## config.mk

```make
export PLATFORM = sky130hd
export DESIGN_NAME = alp_nibble_seq
export DESIGN_NICKNAME = d
export VERILOG_FILES = /design/src/rtl/alp_nibble_seq.sv
export SDC_FILE = /design/constraint.sdc
export NUM_CORES = 1
export LEC_CHECK = 0
export ABC_AREA = 1
export BUFFER_PORTS_ARGS = -buffer_cell sky130_fd_sc_hd__buf_2
export CORE_AREA = 2 2 88 124
export DETAILED_ROUTE_END_ITERATION = 7
export DIE_AREA = 0 0 90 126
export GPL_TIMING_DRIVEN = 1
export PLACE_DENSITY = 0.82
export SETUP_SLACK_MARGIN = 0.3
export SLEW_MARGIN = 20
export SYNTH_ARGS = -nofsm -noshare
export SYNTH_HDL_FRONTEND = slang
export SYNTH_SLANG_ARGS = --single-unit
```

## constraint.sdc

```tcl
create_clock -name clk_h -period 6.5 [get_ports clk_h]
set_input_delay 0.65 -clock clk_h [delete_from_list [all_inputs] [get_ports clk_h]]
set_output_delay 0.65 -clock clk_h [all_outputs]
set_load 0.02 [all_outputs]
```

## src/rtl/alp_nibble_seq.sv

```systemverilog
// Nibble-serial sequencer for a single 4-bit ALP ALU slice: walks byte/word/long
// operands LSB nibble first, ripples carry from the slice's g/p and assembles result and flags.
module alp_nibble_seq #(
    parameter int MAX_NIB = 8
) (
    input  logic                   clk_h,
    input  logic                   reset_l,
    input  logic                   start_h,
    input  logic [3:0]             op_h,
    input  logic                   bcd_op_l,
    input  logic                   pass_a_h,
    input  logic [1:0]             len_h,
    input  logic [4*MAX_NIB-1:0]   a_h,
    input  logic [4*MAX_NIB-1:0]   b_h,
    input  logic                   cin_h,
    output logic [3:0]             alu_h,
    output logic                   alu_bcd_op_l,
    output logic                   alu_pass_a_h,
    output logic [3:0]             amux_h,
    output logic [3:0]             bmux_h,
    output logic                   carry_in_h,
    output logic                   pg_in_h,
    input  logic [3:0]             aluq_h,
    input  logic                   alu_g_h,
    input  logic                   alu_p_h,
    input  logic                   alu_v_h,
    output logic                   busy_h,
    output logic                   done_h,
    output logic [4*MAX_NIB-1:0]   result_h,
    output logic                   c_h,
    output logic                   v_h,
    output logic                   z_h,
    output logic                   n_h
);
    localparam int W  = 4 * MAX_NIB;
    localparam int IW = (MAX_NIB > 1) ? $clog2(MAX_NIB) : 1;

    typedef enum logic [1:0] {IDLE, RUN, DONE} state_t;

    state_t        state;
    logic [W-1:0]  a_reg;
    logic [W-1:0]  b_reg;
    logic [W-1:0]  result;
    logic [3:0]    op;
    logic          bcd_l;
    logic          pass_a;
    logic [1:0]    len;
    logic          carry;
    logic          zacc;
    logic [IW-1:0] idx;
    logic [IW-1:0] last_idx;
    logic          carry_next;
    logic          nib_zero;
    logic          last;

    always_comb begin
        case (len)
            2'b00:   last_idx = IW'(1);
            2'b01:   last_idx = IW'(3);
            default: last_idx = IW'(MAX_NIB - 1);
        endcase
    end

    assign carry_next = alu_g_h | (alu_p_h & carry);
    assign nib_zero   = (aluq_h == 4'h0);
    assign last       = (idx == last_idx);

    // Slice is fed straight from registered state; idx rests at 0 outside RUN.
    assign alu_h        = op;
    assign alu_bcd_op_l = bcd_l;
    assign alu_pass_a_h = pass_a;
    assign amux_h       = a_reg[{idx, 2'b00} +: 4];
    assign bmux_h       = b_reg[{idx, 2'b00} +: 4];
    assign carry_in_h   = carry;
    assign pg_in_h      = 1'b0;

    assign busy_h   = (state == RUN);
    assign done_h   = (state == DONE);
    assign result_h = result;

    always_ff @(posedge clk_h) begin
        if (!reset_l) begin
            state  <= IDLE;
            idx    <= '0;
            a_reg  <= '0;
            b_reg  <= '0;
            op     <= '0;
            bcd_l  <= 1'b0;
            pass_a <= 1'b0;
            len    <= '0;
            carry  <= 1'b0;
            zacc   <= 1'b0;
            result <= '0;
            c_h    <= 1'b0;
            v_h    <= 1'b0;
            z_h    <= 1'b0;
            n_h    <= 1'b0;
        end else begin
            case (state)
                IDLE: begin
                    if (start_h) begin
                        a_reg  <= a_h;
                        b_reg  <= b_h;
                        op     <= op_h;
                        bcd_l  <= bcd_op_l;
                        pass_a <= pass_a_h;
                        len    <= len_h;
                        carry  <= cin_h;
                        idx    <= '0;
                        zacc   <= 1'b1;
                        result <= '0;
                        c_h    <= 1'b0;
                        v_h    <= 1'b0;
                        z_h    <= 1'b0;
                        n_h    <= 1'b0;
                        state  <= RUN;
                    end
                end
                RUN: begin
                    result[{idx, 2'b00} +: 4] <= aluq_h;
                    carry <= carry_next;
                    zacc  <= zacc & nib_zero;
                    if (last) begin
                        c_h   <= carry_next;
                        v_h   <= alu_v_h;
                        n_h   <= aluq_h[3];
                        z_h   <= zacc & nib_zero;
                        idx   <= '0;
                        state <= DONE;
                    end else begin
                        idx <= idx + 1'b1;
                    end
                end
                DONE: state <= IDLE;
                default: state <= IDLE;
            endcase
        end
    end
endmodule

```

==> impl_metrics.env, run 1 <==
export IMPL_synth_cell_type_count=28
export IMPL_worst_slew_margin_rel_pct=36.68
export IMPL_global_route_usage_total_pct=23.39
export IMPL_grt_first_pass_wirelength_um=21520
export IMPL_use_met2_pct=41.04
export IMPL_timing_max_transition_violations_final=0
export IMPL_synth_warning_count=0
export IMPL_cts_buffer_depth=2
export IMPL_synth_mux_area_fraction_pct=0
export IMPL_clock_skew_final_ns=0.006151
export IMPL_synth_edf_count=0
export IMPL_rsz0062_at_grt="no"
export IMPL_routed_via_count=5152
export IMPL_post_route_cells_drive_above_1_share_pct=22.93
export IMPL_synth_adder_area_share_pct=1.738
export IMPL_synth_sequential_area_ratio_pct=45.68
export IMPL_antenna_diode_count=0
export IMPL_synth_async_reset_ratio_pct=0
export IMPL_compound_gate_fraction_of_synth_area_pct=16.81
export IMPL_period_share_pct=47.45
export IMPL_data_arrival_time_of_the_worst_path_ns=2.43
export IMPL_clock_tree_htree_level_count=4
export IMPL_synth_flop_cell="dfxtp_1"
export IMPL_status="complete, no violations"
export IMPL_worstPathMaxFanout=23
export IMPL_globalplace_congestion=0.8803
export IMPL_clock_tree_root_cell="clkbuf_16"
export IMPL_grt_antenna_before_repair=0
export IMPL_path_common_cell="nor2_1"
export IMPL_drv_max_cap_violation_count=0
export IMPL_highest_clock_rate_mhz=324.2
export IMPL_postPlaceCellArea_um2=5699
export IMPL_netlist_area_um2=5040
export IMPL_post_drt_via_cell_ratio=5.306
export IMPL_setup_viol=0
export IMPL_postCtsResizedCells=0
export IMPL_max_stage_delay_ns=0.81
export IMPL_grtUsageMet3_pct=5.742
export IMPL_insertion_delay_ns=0.41
export IMPL_stdcell_area_um2=6312
export IMPL_layout_nets=910
export IMPL_power_leakage_nw=2.758
export IMPL_hp_class="reg2reg"
export IMPL_post_cts_hold_buffer_count=0
export IMPL_die_area_um2=11340
export IMPL_clk_transition_reported_paths_ns=0.05
export IMPL_grt_use_met1_pct=25.77
export IMPL_post_route_util_pct=61.64
export IMPL_postCtsSetupRepairBufs=0
export IMPL_syn_mean_instance_area_um2=7.098
export IMPL_cts_sinks=115
export IMPL_initialDrtViolationCount=256
export IMPL_flop_and_latch_count_out_of_synthesis=115
export IMPL_placementRows=44
export IMPL_route_final_wire_length_um=13240
export IMPL_start_util_pct=49.22
export IMPL_syn_inst=710
export IMPL_grt_max_degree=115
export IMPL_finalHoldViolCount=0
export IMPL_pwr_density_cell_nw_per_um2=319.1
export IMPL_slew_of_the_pin_with_the_lowest_slew_margin_ns=0.9498
export IMPL_crit_chain="inv_1 > o21ai_0 > o22ai_1 > nor2_1 > nor2_1 > buf_2"
export IMPL_synth_top_cell_area_share_pct=45.68
export IMPL_ant_nets=0
export IMPL_timing_setup_critical_path_class="reg2out"
export IMPL_syn2layout_area_growth_pct=25.25
export IMPL_xor_xnor_cell_area_share_of_the_yosys_netlist_pct=0.1738
export IMPL_fp_dieW_um=90
export IMPL_cts_made_buffers=17
export IMPL_worst_endpoint_required_ns=5.85
export IMPL_synth_top_family_by_area="simple AND/OR/NAND/NOR gates"
export IMPL_core_area_um2=10240
export IMPL_start_kind="flop"
export IMPL_io_buffer_count=135
export IMPL_hpwlAfterDp_um=8790
export IMPL_synth_common_cells="nor2_1, dfxtp_1, o21ai_0, nand2_1, nand3_1"
export IMPL_syn_num_nets=800
export IMPL_first_drt_pass_iteration_count=5
export IMPL_post_synth_top_count_cell="nor2_1"
export IMPL_fillers=956
export IMPL_vdd_ir_drop_max_uv=222.0
export IMPL_grt_busiest_layer="met2"
export IMPL_vias_in_the_first_global_route=4815
export IMPL_io_pin_count=137
export IMPL_die_h_um=126
export IMPL_tritoncts="yes"
export IMPL_cpMaxStageDelayCell="dfxtp_1"
export IMPL_ys_top_cells_by_area="dfxtp_1, nor2_1, o21ai_0, nand3_1, nand2_1"
export IMPL_yosys_area_share_simple_pct=29.39
export IMPL_grt_overflow_total=0
export IMPL_routed_wire_length_per_instance_um=13.64
export IMPL_end_kind="primary output"
export IMPL_totalNegativeSetupSlack_ns=0
export IMPL_final_period_minus_worst_setup_slack_ns=3.084
export IMPL_remaining_drc_errors=0
export IMPL_post_synth_top_area_cell="dfxtp_1"
power breakdown:
| part | switching, mW | internal (mW) | leakage (nW) | total (mW) |
|---|---|---|---|---|
| logic | 0.190 | 0.0951 | 1.52 | 0.285 |
| clock network | 0.329 | 0.621 | 0.291 | 0.950 |
| registers | 0.0266 | 0.753 | 0.945 | 0.780 |
| total | 0.546 | 1.47 | 2.76 | 2.01 |
stage by stage:
stage | setup WS, ns | total power [mW] | std cells | hold WS [ns]
after floorplan | 4.311 | 0.9924 | 710 | 0.4452
after global placement | 3.545 | 1.072 | 939 | 0.4525
after detailed placement | 3.449 | 1.077 | 939 | 0.4663
final | 3.416 | 2.015 | 971 | 0.4726
after CTS | 3.442 | 2.022 | 971 | 0.4784
after global routing | 3.209 | 2.096 | 971 | 0.4913
cells in the final DEF (no fill, tap or decap), drive strengths merged, types with 3 or more instances in the layout:
cell	instances
ha	7
inv	22
o22ai	16
clkinv	6
a21oi	40
nand2	63
dfxtp	115
nand3	54
clkbuf	19
nor3	8
buf	139
nor2	219
bufinv	3
nand4	6
o21ai	105
clkinvlp	4
cell families (layout without fill, tap and decap cells):
kind of cell | after synthesis | after routing
simple gates | 352 | 352
other cells | 1 | 1
fa+ha+maj | 7 | 7
xor+xnor | 1 | 1
flops | 115 | 115
buf+inv | 70 | 193
compound gates | 164 | 164
layout make-up:
cell class / count / area, um2 / share of cell area (%)
clock buffers: 19 / 452.9 / 7.175
clock inverters: 13 / 157.7 / 2.498
inverters: 22 / 82.58 / 1.308
multi-input cells: 525 / 2436 / 38.59
flip-flops and latches: 115 / 2302 / 36.47
well taps: 138 / 172.7 / 2.735
repair buffers: 139 / 708.2 / 11.22
worst max-delay path: cells and delay by family, from the launching register on:
family,cells,cell delay (ns)
simple gates,2,0.19
buf+inv,2,0.66
flops,1,0.81
compound gates,2,0.35
layer usage:
layer | share of wire [%] | vias to the layer above | wire [um]
li1 | - | 2563 | -
met1 | 39 | 2351 | 5098
met2 | 52 | 193 | 6906
met3 | 5.4 | 45 | 709
met4 | 4.0 | 0 | 526
met5 | 0 | - | 0
path summary, 6_finish.rpt:
path           startpoint            to  slack [ns]  cells past startpoint
min reg2reg  result_h[31]  result_h[31]        0.47                      2
max reg2reg        idx[1]   result_h[2]        3.46                      9
min          result_h[31]  result_h[31]        0.47                      2
max                idx[1]     bmux_h[3]        3.42                      6
Power figures use the tool's default switching activity.
==> run 2: changes to the inputs <==
--- a/config.mk
+++ b/config.mk
@@ -7,11 +7,11 @@
 export LEC_CHECK = 0
 export ABC_AREA = 1
 export BUFFER_PORTS_ARGS = -buffer_cell sky130_fd_sc_hd__buf_2
-export CORE_AREA = 2 2 88 124
+export CORE_AREA = 2 2 91 128
 export DETAILED_ROUTE_END_ITERATION = 7
-export DIE_AREA = 0 0 90 126
+export DIE_AREA = 0 0 93 130
 export GPL_TIMING_DRIVEN = 1
-export PLACE_DENSITY = 0.82
+export PLACE_DENSITY = 0.8
 export SETUP_SLACK_MARGIN = 0.3
 export SLEW_MARGIN = 20
 export SYNTH_ARGS = -nofsm -noshare
==> constraint.sdc (replaced) <==
create_clock -name clk_h -period 2.7 [get_ports clk_h]
set_input_delay 0.27 -clock clk_h [delete_from_list [all_inputs] [get_ports clk_h]]
set_output_delay 0.27 -clock clk_h [all_outputs]
set_load 0.02 [all_outputs]
==> run 2 against run 1 <==
Effect of this change: clock power grew 120%; non-clock buffer count increased by 9; flip-flop and latch count unchanged; clock-buffer cell count is 2 higher; register-to-register slack got worse by 2.7 ns; sequential share of layout area shrank 0.079 points; combinational power rose by 150%; global-route usage is 0.71 points lower; via count is 2.3% lower; utilization is 4.4 points lower; critical endpoint unchanged; highest routed layer unchanged.
==> impl_metrics.env, run 2 (same netlist as run 1, synthesis figures left out) <==
export IMPL_global_route_usage_total_pct=22.67
export IMPL_totalNegativeSetupSlack_ns=0
export IMPL_clock_skew_final_ns=0.005562
export IMPL_clock_tree_root_cell="clkbuf_16"
export IMPL_route_final_wire_length_um=13350
export IMPL_sequentialPowerShare_pct=40.0
export IMPL_crit_end="bmux_h[3]"
export IMPL_data_arrival_time_of_the_worst_path_ns=1.95
export IMPL_length_in_cells_of_the_worst_reg_to_reg_path=9
export IMPL_setup_viol=0
export IMPL_power_mw=4.676
export IMPL_routed_via_count=5031
export IMPL_timing_max_transition_violations_final=0
export IMPL_worstPathMaxFanout=44
export IMPL_first_drt_pass_iteration_count=5
export IMPL_grt_overflow_total=0
export IMPL_stdcell_area_um2=6326
export IMPL_clock_tree_htree_level_count=4
export IMPL_switch_share_pct=27.39
export IMPL_ant_nets=0
export IMPL_rr_startpoint="idx[0]"
export IMPL_routed_wire_length_per_instance_um=13.55
export IMPL_timing_rr_end="result_h[3]"
export IMPL_postCtsSetupRepairBufs=0
export IMPL_io_pin_count=137
export IMPL_drv_max_cap_violation_count=0
export IMPL_met3_wirelength_um=607
export IMPL_highest_clock_rate_mhz=450.2
export IMPL_finalHoldViolCount=0
export IMPL_grt_antenna_before_repair=0
export IMPL_worst_endpoint_required_ns=2.43
export IMPL_core_area_um2=11050
export IMPL_cts_buffer_depth=2
export IMPL_vdd_ir_drop_max_uv=514.4
export IMPL_die_area_um2=12090
export IMPL_power_leakage_nw=2.773
export IMPL_placementRows=46
export IMPL_clockPowerShare_pct=45.0
export IMPL_internal_power_mw=3.395
export IMPL_top_signal_layer_used="met4"
export IMPL_syn2layout_area_growth_pct=25.52
export IMPL_m1WireLength_um=5296
export IMPL_cts_made_buffers=17
export IMPL_globalplace_congestion=0.8163
export IMPL_tritoncts="yes"
export IMPL_hp_class="in2reg"
export IMPL_fp_dieW_um=93
export IMPL_post_cts_hold_buffer_count=0
export IMPL_io_buffer_count=135
export IMPL_end_kind="primary output"
export IMPL_layout_cells_most_common="nor2_1"
export IMPL_start_kind="flop"
export IMPL_remaining_drc_errors=0
export IMPL_cp_startpoint="idx[0]"
export IMPL_cts_sinks=115
export IMPL_hpwlAfterDp_um=9258
export IMPL_met2WireLength_um=7093
export IMPL_final_period_minus_worst_setup_slack_ns=2.221
export IMPL_die_h_um=130
export IMPL_start_util_pct=45.61
export IMPL_vias_in_the_first_global_route=4669
export IMPL_status="complete, no violations"
export IMPL_rsz0062_at_grt="no"
export IMPL_layout_common_cells="nor2_1, buf_2, dfxtp_1"
export IMPL_post_drt_via_cell_ratio=5.108
export IMPL_comb_power_share_pct=15.0
export IMPL_ff2ff_setup_slack_ns=0.76
export IMPL_period_share_pct=82.28
export IMPL_post_route_cells_drive_above_1_share_pct=23.07
export IMPL_pwr_density_cell_nw_per_um2=739.1
export IMPL_clk_transition_reported_paths_ns=0.05
export IMPL_insertion_delay_ns=0.41
export IMPL_timing_setup_critical_path_class="reg2out"
export IMPL_postPlaceCellArea_um2=5774
export IMPL_postCtsResizedCells=0
export IMPL_whs_ns=0.1057
export IMPL_grt_first_pass_wirelength_um=21610
export IMPL_grt_max_degree=48
export IMPL_layout_nets=919
export IMPL_antenna_diode_count=0
export IMPL_initialDrtViolationCount=240
export IMPL_net_switching_power_mw=1.281
==> run 2: how the worst min path moves through the flow <==
stage / endpoint / start / cells after the start
after floorplan: result_h[0] / aluq_h[0] / 2
after global placement: zacc / zacc / 2
after detailed placement: b_reg[25] / b_reg[25] / 2
after CTS: alu_bcd_op_l / bcd_op_l / 3
after global routing: a_reg[11] / a_h[11] / 3
final: alu_bcd_op_l / bcd_op_l / 3
==> run 2: critical path: stages, from the launching register on <==
cell and delay, ns:
dfxtp_1 0.34, buf_4 0.41, o21ai_0 0.20, o22ai_1 0.19, nor2_1 0.08, nor2_1 0.14, buf_2 0.18
==> run 2: cell type report <==
cell class	instances	area, um2
Clock buffer	21	440.4
Clock inverter	10	111.4
Fill cell	1102	4725
Inverter	22	82.58
Multi-Input combinational cell	525	2436
Sequential cell	115	2302
Tap cell	144	180.2
Timing Repair Buffer	148	773.2
==> run 2: through the flow <==
stage,instances,setup WS (ns),util (%)
after floorplan,710,0.5114,-
after global placement,954,0.8380,52.25
after CTS,985,0.4856,57.25
after detailed placement,954,0.7928,52.25
final,985,0.4786,57.25
after global routing,985,0.3416,57.25
==> run 2: power groups by stage <==
stage	Combinational (mW)	Sequential (mW)	Clock, mW
after global routing	0.797	1.88	2.21
final	0.703	1.87	2.10
after floorplan	0.471	1.92	0
after detailed placement	0.701	1.91	0
after global placement	0.690	1.90	0
after CTS	0.706	1.87	2.13
==> run 2: metal layers <==
layer	up-vias	global-route usage, %
met5	-	0
met3	28	6.524
li1	2581	-
met1	2286	24.97
met2	136	40.62
met4	0	9.689
